[src/rtl/fetch_unit_pkg.sv]
// Shared fetch/control definitions: FSM state encoding, NOP word and the
// major opcode constants used by both the fetch unit and the control unit.
package fetch_unit_pkg;

  typedef enum logic [1:0] {
    ST_IDLE = 2'd0,
    ST_REQ  = 2'd1,
    ST_DONE = 2'd2,
    ST_ERR  = 2'd3
  } fetch_state_t;

  localparam logic [31:0] NOP_INSTR = 32'h0000_0013;

  localparam logic [6:0] OPC_LOAD   = 7'b0000011;
  localparam logic [6:0] OPC_STORE  = 7'b0100011;
  localparam logic [6:0] OPC_RTYPE  = 7'b0110011;
  localparam logic [6:0] OPC_BRANCH = 7'b1100011;

  function automatic logic is_word_aligned(input logic [1:0] addr_lsb);
    return addr_lsb == 2'b00;
  endfunction

endpackage

[src/rtl/fetch_unit_if.sv]
// Instruction-memory read channel between the fetch unit (master) and memory (slave).
interface fetch_unit_if;

  logic        mem_req;
  logic [31:0] mem_addr;
  logic [31:0] mem_rdata;
  logic        mem_ready;

  modport master (output mem_req, output mem_addr, input mem_rdata, input mem_ready);
  modport slave  (input mem_req, input mem_addr, output mem_rdata, output mem_ready);

endinterface

[src/rtl/fetch_timeout_ctr.sv]
// Counts REQ cycles without a memory response; flags expiry on the last
// allowed cycle so the fetch FSM can drop the request at the same edge.
module fetch_timeout_ctr #(
  parameter int TIMEOUT_CYCLES = 16
) (
  input  logic clk,
  input  logic reset,
  input  logic active,
  input  logic mem_ready,
  output logic expired
);

  localparam int CW = $clog2(TIMEOUT_CYCLES + 1);
  localparam logic [CW-1:0] LAST_COUNT = CW'(TIMEOUT_CYCLES - 1);

  logic [CW-1:0] count_reg;
  logic          tick;

  assign tick    = active && !mem_ready;
  assign expired = tick && (count_reg == LAST_COUNT);

  // Held at zero outside REQ, so every entry into REQ starts a fresh count.
  always_ff @(posedge clk or negedge reset) begin
    if (!reset) begin
      count_reg <= '0;
    end else if (!active) begin
      count_reg <= '0;
    end else if (tick) begin
      count_reg <= count_reg + CW'(1);
    end
  end

endmodule

[src/rtl/fetch_unit.sv]
// Instruction fetch unit: IDLE/REQ/DONE/ERR sequencer loading the IR from memory.
// Optional request timeout enabled by defining FETCH_TIMEOUT_EN.
module fetch_unit
  import fetch_unit_pkg::*;
#(
  parameter logic [31:0] RESET_PC       = 32'h0000_0000,
  parameter int          TIMEOUT_CYCLES = 16
) (
  input  logic          clk,
  input  logic          reset,
  input  logic          irwrite,
  input  logic          pcwrite,
  input  logic [31:0]   pc_next,
  fetch_unit_if.master  mem,
  output logic [31:0]   pc,
  output logic [31:0]   old_pc,
  output logic [31:0]   instr,
  output logic [6:0]    opcode,
  output logic [2:0]    funct3,
  output logic          func7_bit5,
  output logic          fetch_valid,
  output logic          fetch_err
);

  fetch_state_t state_reg;
  logic [31:0]  pc_reg;
  logic [31:0]  old_pc_reg;
  logic [31:0]  instr_reg;
  logic [31:0]  mem_addr_reg;
  logic         mem_req_reg;
  logic         fetch_valid_reg;
  logic         fetch_err_reg;
  logic         timeout_expired;

`ifdef FETCH_TIMEOUT_EN
  fetch_timeout_ctr #(
    .TIMEOUT_CYCLES (TIMEOUT_CYCLES)
  ) u_timeout (
    .clk       (clk),
    .reset     (reset),
    .active    (state_reg == ST_REQ),
    .mem_ready (mem.mem_ready),
    .expired   (timeout_expired)
  );
`else
  logic unused_timeout_cfg;
  assign unused_timeout_cfg = ^TIMEOUT_CYCLES;
  assign timeout_expired    = 1'b0;
`endif

  always_ff @(posedge clk or negedge reset) begin
    if (!reset) begin
      state_reg       <= ST_IDLE;
      pc_reg          <= RESET_PC;
      old_pc_reg      <= RESET_PC;
      instr_reg       <= NOP_INSTR;
      mem_addr_reg    <= RESET_PC;
      mem_req_reg     <= 1'b0;
      fetch_valid_reg <= 1'b0;
      fetch_err_reg   <= 1'b0;
    end else begin
      fetch_valid_reg <= 1'b0;
      // PC updates are independent of the fetch in flight; only ERR freezes them.
      if (pcwrite && state_reg != ST_ERR) begin
        pc_reg <= pc_next;
      end
      case (state_reg)
        ST_IDLE: begin
          if (irwrite) begin
            if (is_word_aligned(pc_reg[1:0])) begin
              state_reg    <= ST_REQ;
              mem_addr_reg <= pc_reg;
              mem_req_reg  <= 1'b1;
            end else begin
              state_reg     <= ST_ERR;
              fetch_err_reg <= 1'b1;
            end
          end
        end
        ST_REQ: begin
          if (mem.mem_ready) begin
            state_reg       <= ST_DONE;
            instr_reg       <= mem.mem_rdata;
            old_pc_reg      <= mem_addr_reg;
            mem_req_reg     <= 1'b0;
            fetch_valid_reg <= 1'b1;
          end else if (timeout_expired) begin
            state_reg     <= ST_ERR;
            mem_req_reg   <= 1'b0;
            fetch_err_reg <= 1'b1;
          end
        end
        ST_DONE: begin
          state_reg <= ST_IDLE;
        end
        default: begin
          state_reg     <= ST_ERR;
          mem_req_reg   <= 1'b0;
          fetch_err_reg <= 1'b1;
        end
      endcase
    end
  end

  assign mem.mem_req  = mem_req_reg;
  assign mem.mem_addr = mem_addr_reg;
  assign pc           = pc_reg;
  assign old_pc       = old_pc_reg;
  assign instr        = instr_reg;
  assign fetch_valid  = fetch_valid_reg;
  assign fetch_err    = fetch_err_reg;

  assign opcode     = instr_reg[6:0];
  assign funct3     = instr_reg[14:12];
  assign func7_bit5 = instr_reg[30];

endmodule
[src/flat_wrapper.sv]
// flat-port wrapper written by rule: the top's interface ports become plain ports
module fetch_unit_flat import fetch_unit_pkg::*;
#(
  parameter logic [31:0] RESET_PC       = 32'h0000_0000,
  parameter int          TIMEOUT_CYCLES = 16
)
  (clk, reset, irwrite, pcwrite, pc_next, pc, old_pc, instr, opcode, funct3, func7_bit5, fetch_valid, fetch_err, mem_mem_req, mem_mem_addr, mem_mem_rdata, mem_mem_ready);
  fetch_unit_if mem_i ();
  input  logic clk;
  input  logic reset;
  input  logic irwrite;
  input  logic pcwrite;
  input  logic [31:0] pc_next;
  output logic [31:0] pc;
  output logic [31:0] old_pc;
  output logic [31:0] instr;
  output logic [6:0] opcode;
  output logic [2:0] funct3;
  output logic func7_bit5;
  output logic fetch_valid;
  output logic fetch_err;
  output wire logic [$bits(mem_i.mem_req)-1:0] mem_mem_req;
  output wire logic [$bits(mem_i.mem_addr)-1:0] mem_mem_addr;
  input wire logic [$bits(mem_i.mem_rdata)-1:0] mem_mem_rdata;
  input wire logic [$bits(mem_i.mem_ready)-1:0] mem_mem_ready;
  assign mem_mem_req = mem_i.mem_req;
  assign mem_mem_addr = mem_i.mem_addr;
  assign mem_i.mem_rdata = mem_mem_rdata;
  assign mem_i.mem_ready = mem_mem_ready;
  fetch_unit #(.RESET_PC(RESET_PC), .TIMEOUT_CYCLES(TIMEOUT_CYCLES)) u_core (.clk(clk), .reset(reset), .irwrite(irwrite), .pcwrite(pcwrite), .pc_next(pc_next), .mem(mem_i), .pc(pc), .old_pc(old_pc), .instr(instr), .opcode(opcode), .funct3(funct3), .func7_bit5(func7_bit5), .fetch_valid(fetch_valid), .fetch_err(fetch_err));
endmodule
[config.mk]
export PLATFORM = sky130hd
export DESIGN_NAME = fetch_unit_flat
export DESIGN_NICKNAME = d
export VERILOG_FILES = /design/src/rtl/fetch_unit_pkg.sv /design/src/rtl/fetch_unit_if.sv /design/src/rtl/fetch_timeout_ctr.sv /design/src/rtl/fetch_unit.sv /design/src/flat_wrapper.sv
export SDC_FILE = /design/constraint.sdc
export NUM_CORES = 1
export LEC_CHECK = 0
export BUFFER_PORTS_ARGS = -buffer_cell sky130_fd_sc_hd__buf_4
export CAP_MARGIN = 40
export CORE_MARGIN = 10
export CORE_UTILIZATION = 50
export CTS_BUF_LIST = sky130_fd_sc_hd__clkbuf_2
export DETAILED_ROUTE_END_ITERATION = 8
export HOLD_SLACK_MARGIN = 0.08
export PLACE_DENSITY = 0.83
export SLEW_MARGIN = 20
export SYNTH_ARGS = -nofsm -noshare
export SYNTH_HDL_FRONTEND = slang
export SYNTH_SLANG_ARGS = --single-unit
[constraint.sdc]
create_clock -name clk -period 2.6 [get_ports clk]
set_input_delay 0.13 -clock clk [delete_from_list [all_inputs] [get_ports clk]]
set_output_delay 0.13 -clock clk [all_outputs]
set_load 0.05 [all_outputs]
# After elaboration in Yosys (flattened, before gate mapping)
# Index checks and enable logic that the tools add are counted.
[classes] n_eq_ne=7 reduce_logical=9 mux=13 bitwise=2
[op_table] operator="$ne 2x2->1 const B" n=4
[op_table] operator="$mux 1" n=7
[op_table] operator="$mux 2" n=3
[op_table] operator="$pmux 2 s3" n=1
[op_table] operator="$reduce_and 3->1" n=2
[op_table] operator="$logic_not 2->1" n=2
[op_table] operator="$reduce_and 2->1" n=2
[op_table] operator="$reduce_and 4->1" n=1
[op_table] operator="$pmux 1 s3" n=1
[op_table] operator="$eq 2x1->1 const B" n=1
[op_table] operator="$eq 2x2->1 const B" n=1
[op_table] operator="$ne 2x1->1 const B" n=1
[op_table] operator="$not 1->1" n=2
[op_table] operator="$pmux 1 s2" n=1
[op_table] operator="$reduce_or 2->1" n=1
[op_table] operator="$logic_and 1x1->1" n=1
[totals] inputBits=69 elab_cells=39 regBits=133 output_inout_bits=142

# Logic depth before layout (Yosys ltp)
# Gate-level depths: netlist of the first run.
[depth] ltp_word=4 depth_mapped=6 depth_no_buf=5

# Worst setup path before layout of the first run
# OpenSTA, ideal clock, no wires.
[synth_path] path_type="reg2reg" start="register u_core.state_reg[0]" end="register u_core.mem_addr_reg[10] (netlist: u_core.mem.mem_addr[10])" path_stages_with_launch=7 t_required_ns=2.475 period_less_slack_ns=1.605 path_buffers=1 t_arrival_ns=1.480 setup_slack_ns=0.995 setup_ns=0.125 cell_sequence="dfrtp_1 inv_1 ha_1 nand2_1 nor3_4 buf_6 mux2_2"
[synth_between] elab_chain_len=2
[synth_lines] item="start: declaration" line_no="fetch_unit.sv:25" source="fetch_state_t state_reg;"
[synth_lines] item="start signal: assignment" line_no="fetch_unit.sv:53" source="state_reg <= ST_IDLE;"
[synth_lines] item="start signal: assignment" line_no="fetch_unit.sv:71" source="state_reg <= ST_REQ;"
[synth_lines] item="start signal: assignment" line_no="fetch_unit.sv:75" source="state_reg <= ST_ERR;"
[synth_lines] item="$logic_not 2->1" line_no="fetch_unit.sv:67" source="case (state_reg)"
[synth_lines] item="$reduce_and 3->1 (no line)"
[synth_lines] item="end signal: assignment" line_no="fetch_unit.sv:72" source="mem_addr_reg <= pc_reg;"
[synth_lines] item="end: declaration" line_no="fetch_unit.sv:29" source="logic [31:0] mem_addr_reg;"
# Every way passes these cells.
# A chain may end at the register's enable or synchronous reset.

# Final worst setup path of the first run
[layout_path] start="register u_core.state_reg[1]" end="register u_core.state_reg[1]"
[layout_between] elab_chain_len=3 elab_cells_between_ends=7 cone_classes="4 x eq/ne; 1 x mux; 2 x reduce/logical"
[layout_lines] item="$eq 2x1->1 / $logic_not 2->1 (equally long branches)" line_no="fetch_unit.sv:67"
[layout_lines] item="$ne 2x2->1 (no line)"
[layout_lines] item="$reduce_and 2->1 (no line)"
# Parallel ways exist; a longest one is shown, timed or not.

==> results of run 1 <==
-- placed cells by master (no fill, tap or decap), drive strengths merged --
cell type and n:
a21oi 1, buf 215, bufinv 1, clkbuf 17, clkinv 5, clkinvlp 4, dfrtp 130, dfstp 3
diode 1, dlygate4sd3 68, ha 5, inv 10, mux2 126, mux2i 2, nand2 2, nor2b 3
nor3 3, o21a 1, o21ai 1, o221a 1, o22ai 1, o32a 1, or2 1
-- final cells by class --
class	instances	area [um^2]
antenna	1	2.50
sequential	133	3330
multi-input combinational	148	1620
clock inverter	15	129
inverter	5	18.8
clock buffer	17	85.1
fill	623	2510
tap	136	170
timing repair buffer	283	2320
-- logic make-up after synthesis --
group,Yosys count,share of synthesized area [%]
flops,133,64.6
mux,128,27.9
buf+inv,30,4.29
simple gates,9,1.14
compound gates,6,0.873
fa+ha+maj,5,1.21
-- timing repair --
action | in CTS | in global routing
hold buffers | 68 | 0
resized for setup | 0 | 0
endpoints found under the hold margin | 208 | 0
buffers inserted | 0 | 0
-- final timing paths --
kind / to / cells after the start
setup / recovery: u_core.state_reg[1] / 6
hold / removal: u_core.instr[9] / 3
setup reg to reg: u_core.state_reg[1] / 6
hold reg to reg: u_core.fetch_err / 1
max in group asynchronous: u_core.mem.mem_addr[5] / 3
min in group clk: u_core.pc[18] / 3
-- per-stage QoR --
stage,hold WS (ns),setup slack (ns),utilization [%],total power [mW],area [um^2]
CTS,0.0810,0.637,75.3,3.65,7670
global route,0.121,0.487,75.3,3.78,7670
floorplan,-0.166,0.995,-,2.27,5160
global placement,0.294,0.902,66.5,2.44,6780
detailed placement,0.301,0.817,66.5,2.45,6780
finish,0.0883,0.657,75.3,3.61,7670
-- routing by layer --
metal | track usage, % | up-vias | part of all wire (%)
met4 | 6.04 | 0 | 1.2
met2 | 33.7 | 148 | 51
li1 | - | 1636 | -
met5 | 0 | - | 0
met3 | 8.60 | 15 | 8.9
met1 | 22.8 | 1780 | 39
-- worst reg2reg max path, stage by stage (launching register included) --
cell and delay, ns:
dfrtp_1 0.44, inv_1 0.12, ha_1 0.23, inv_1 0.08, o22ai_1 0.16, dlygate4sd3_1 0.66, mux2i_1 0.21
-- Yosys cell counts --
library cell | count | area (um^2)
a21oi_1 | 1 | 5.00
nor2b_1 | 3 | 18.8
mux2i_1 | 2 | 20.0
inv_1 | 5 | 18.8
o21ai_0 | 1 | 5.00
o221a_2 | 1 | 11.3
o32a_1 | 1 | 10.0
dfrtp_1 | 130 | 3250
buf_4 | 11 | 82.6
nor3_4 | 1 | 16.3
o21a_1 | 1 | 7.51
dfstp_2 | 3 | 78.8
buf_6 | 8 | 90.1
ha_1 | 5 | 62.6
clkbuf_2 | 1 | 5.00
buf_2 | 5 | 25.0
nor3_1 | 2 | 10.0
o22ai_1 | 1 | 6.26
nand2_1 | 2 | 7.51
mux2_1 | 4 | 45.0
mux2_2 | 122 | 1370
or2_2 | 1 | 6.26
-- power by group through the flow --
stage / combinational [mW] / clock, mW / sequential (mW)
after floorplan: 0.0251 / 0 / 2.24
after global placement: 0.285 / 0 / 2.15
after detailed placement: 0.291 / 0 / 2.16
after CTS: 0.375 / 1.16 / 2.12
after global routing: 0.401 / 1.26 / 2.12
final: 0.375 / 1.12 / 2.12
==> run metrics, run 1 <==
unrepaired setup endpoints after global routing=no; core box area=10,200 um^2; Buf/Inv on CP=3; die height=122 um; area grow syn2layout=48.7%; Pint=~2.6 mW; Leak=4.13 nW; global-route usage over all layers=20.1%; CTS root buffer=clkbuf_2; Slew Limit Fails=0; worst-path cell chain=inv_1, ha_1, inv_1, o22ai_1, dlygate4sd3_1, mux2i_1; flop-to-flop setup slack=0.66 ns; maximum vdd drop=354 uV; min Tclk post-route=1.94 ns; cells after synthesis=311; largest net degree at the start of global routing=roughly 130; reg-to-reg critical path startpoint=u_core.state_reg[1]; sw frac=a little over a quarter; crit path capture type=flop; Fmax=0.515 GHz; #FFs+latches synth=between 100 and 150; DR WL/cell=19.8 um; Setup CP Type=flop to flop; Pre-antenna DRT Iters=4; first-pass GRT wire length=between 20,000 and 25,000 um; layout cell share with drive strength beyond 1=62.2%; total grt overflow=0; CP top delay family=buffers and inverters; H-tree levels=4; Logic pwr share=10.4%; Crit path required time=3.16 ns; vias in the first global route=4,100; vias per cell=4.85; most used cell, CP=inv_1; PortBufs=210; CTS Buffer Depth=2; Final Setup Violations=0; Clock Latency Late Sink=0.64 ns; syn_area_per_cell=16.6 um^2; type of element launching the critical path=flop; Crit Path Max Fanout=4; CP startpoint=u_core.state_reg[1]; Netlist cell types=22; CP arrival=2.50 ns; post-route ant nets=0; Seq/Total Area, Yosys=64.6%; CTS buffer count=17; 1st-iter DRT viols=206; IO Count=211; worst slew pin tran=~0.72 ns; RD Place Congestion=0.800; post-route clock period utilization=74.7%; Worst path slowest cell=dlygate4sd3_1; cell area after synthesis=5160 um^2; P per Cell Area=470 nW/um^2; max_cap viols=0; worst stage delay on the critical path=between 0.6 and 0.7 ns; Die ar.=around 15,000 um^2; Initial Util=50.7%; Hold Vio Cnt, Final=0; final HPWL from detailed placement=9570 um; Synth warnings=0; drt total wl=14,600 um; Non-Filler Instances=roughly 740; Slew HR=52.2%; sequential share of power=58.7%; Worst-path clk slew=0.19 ns; clk_skew=0.0279 ns; status=complete, no violations; Clock Sink Count=around 130; part of the power in the clock network=30.9%; initial antenna violation count=1; clock tree from TritonCTS=yes; row count=37; residual DRC count=0; fin nets=662; worst hold path type=input port to asynchronous set/reset pin; P_sw=980 uW; syn nets=385; dpl cells=approximately 640; Die Wd=122 um; via count=between 3,000 and 4,000; Setup TNS=0 ns
(Power assumes the default switching activity.)
==> inputs of run 2 (changes only) <==
==> constraint.sdc (replaced) <==
create_clock -name clk -period 2 [get_ports clk]
set_input_delay 0.1 -clock clk [delete_from_list [all_inputs] [get_ports clk]]
set_output_delay 0.1 -clock clk [all_outputs]
set_load 0.05 [all_outputs]
==> run 2 against run 1 <==
  * Clock skew rose by 0.00077 ns
  * Setup slack got worse by 0.43 ns
  * Sequential cell count did not move
  * Critical path depth did not move
  * Clock power rose by 44%
  * Final cell count rose by 0.68%
  * Cell area rose by 1.1%
  * Global-route usage fell by 0.11 points
==> run metrics, run 2 (same netlist as run 1, synthesis figures left out) <==
status=complete, no violations; Slew HR=63.4% (+11 points); initial antenna violation count=1 (unchanged); total power=4.87 mW (+35%); residual DRC count=0 (unchanged); cts hold-fix bufs=69 (+1.5%); CP arrival=2.27 ns (-0.23 ns); DR WL met2=7830 um (+6.2%); Clock Sink Count=133 (unchanged); Slew Limit Fails=0 (unchanged); unrepaired setup endpoints after global routing=no; post-CTS sizing=0 (unchanged); type of element launching the critical path=flop; first-pass GRT wire length=23,000 um (-0.89%); worst hold path type=input port to flop; Metal-1 WL=5830 um (+1.5%); Hold Vio Cnt, Final=0 (unchanged); Crit path required time=2.50 ns (-0.66 ns); vias per cell=4.94 (+1.8%); area of the multi-input gates=1620 um^2 (unchanged); Clock Latency Late Sink=0.63 ns (about the same); worst slew pin tran=0.549 ns (-0.168 ns); Setup Fix Bufs, Post-CTS=0 (unchanged); P per Cell Area=628 nW/um^2 (+33%); final worst slack=0.225 ns (-0.432 ns); part of the power in the clock network=33.1% (+2.2 points); Leak=4.18 nW (+1.2%); max_cap viols=0 (unchanged); Initial Util=50.7% (unchanged); CTS root buffer=clkbuf_2; post-route clock period utilization=88.8% (+14 points); Crit Path Max Fanout=20 (+16); via count=3,667 (+2.5%); Worst-path clk slew=0.19 ns (about the same); FILL cells=601 (-3.5%); Setup CP Type=flop to flop; WHS=0.234 ns (+0.146 ns); vias in the first global route=4,065 (-0.85%); Die Wd=122 um (unchanged); Pint=3.66 mW (+39%); total grt overflow=0 (unchanged); Worst path slowest cell=dfrtp_1; CTS Buffer Depth=2 (unchanged); Final Setup Violations=0 (unchanged); Logic pwr share=10.3% (about the same); core box area=10,200 um^2 (unchanged); PortBufs=210 (unchanged); clock tree from TritonCTS=yes; fin nets=668 (+0.91%); sw frac=24.7% (-2.4 points); flop-to-flop setup slack=0.22 ns (-0.43 ns); sequential share of power=56.6% (-2.1 points); largest net degree at the start of global routing=56 (-58%); max layer used=met4; RD Place Congestion=0.819 (+2.4%); most common library cell in the layout ignoring fill and taps=buf_4; P_sw=1.20 mW (+23%); post-route ant nets=0 (unchanged); Pre-antenna DRT Iters=4 (unchanged); setup slack at placement=0.202 ns (-0.615 ns); worst-path cell chain=inv_1, ha_1, nand2_1, nor3_4, buf_4, mux2_1; DR WL/cell=20.5 um (+3.5%); maximum vdd drop=505 uV (+43%); crit path capture type=flop; 1st-iter DRT viols=162 (-21%); Fmax=0.563 GHz (+9.5%); H-tree levels=4 (unchanged); row count=37 (unchanged); IO Count=211 (unchanged); layout cell share with drive strength beyond 1=62.2% (about the same); global-route usage over all layers=19.9% (-0.11 points); final HPWL from detailed placement=9840 um (+2.9%); drt total wl=15,200 um (+4.2%); die height=122 um (unchanged); CTS buffer count=17 (unchanged); min Tclk post-route=1.78 ns (-0.168 ns); commonest non-fill, non-tap cells in the layout=215 x buf_4, 130 x dfrtp_1, 122 x mux2_2; Setup TNS=0 ns (unchanged); met3 routed WL=1280 um (-1.8%); clk_skew=0.0287 ns (+0.000774 ns); Die ar.=14,800 um^2 (unchanged); worst stage delay on the critical path=0.44 ns (-0.22 ns); Reg area=3330 um^2 (unchanged); area grow syn2layout=50.3%
[run 2: path summary, 6_finish.rpt]
check / from / end / cells after the start
max reg2reg: u_core.state_reg[0] / u_core.mem.mem_addr[2] / 6
min in group asynchronous: reset / u_core.pc[27] / 4
max: u_core.state_reg[0] / u_core.mem.mem_addr[2] / 6
max in group asynchronous: reset / u_core.instr[1] / 5
min reg2reg: u_core.old_pc[23] / u_core.old_pc[23] / 1
min: pc_next[14] / u_core.pc[14] / 3
[run 2: layout make-up]
class / count / share of cell area, %
sequential: 133 / 43.0
timing repair buffer: 289 / 30.7
multi-input combinational: 148 / 20.8
tap: 136 / 2.19
clock inverter: 11 / 1.74
clock buffer: 20 / 1.29
inverter: 5 / 0.242
antenna: 1 / 0.0323
[run 2: power by group through the flow]
stage / combinational, mW / clock, mW / sequential [mW]
global placement: 0.375 / 0 / 2.80
detailed placement: 0.382 / 0 / 2.80
global route: 0.532 / 1.77 / 2.76
CTS: 0.494 / 1.65 / 2.75
finish: 0.501 / 1.61 / 2.75
floorplan: 0.0327 / 0 / 2.91
[run 2: critical path, delay by kind of cell, from the launching register on]
family	cells	cell delay, ns
buffers and inverters	2	0.43
adder cells (fa/ha/maj)	1	0.21
AND/OR/NAND/NOR	2	0.23
multiplexers	1	0.36
flip-flops	1	0.44
[run 2: stage by stage]
step	cells	utilization, %	instance area (um^2)
2_1_floorplan	311	-	5160
3_3_place_gp	640	66.9	6810
3_5_place_dp	640	66.9	6810
4_1_cts	740	76.0	7740
5_1_grt	743	76.1	7750
6_report	743	76.1	7750
[run 2: routing by layer]
layer | GRT usage (%) | vias up
met1 | 21.8 | 1847
li1 | - | 1645
met5 | 0 | -
met4 | 6.33 | 0
met2 | 34.9 | 155
met3 | 7.77 | 20
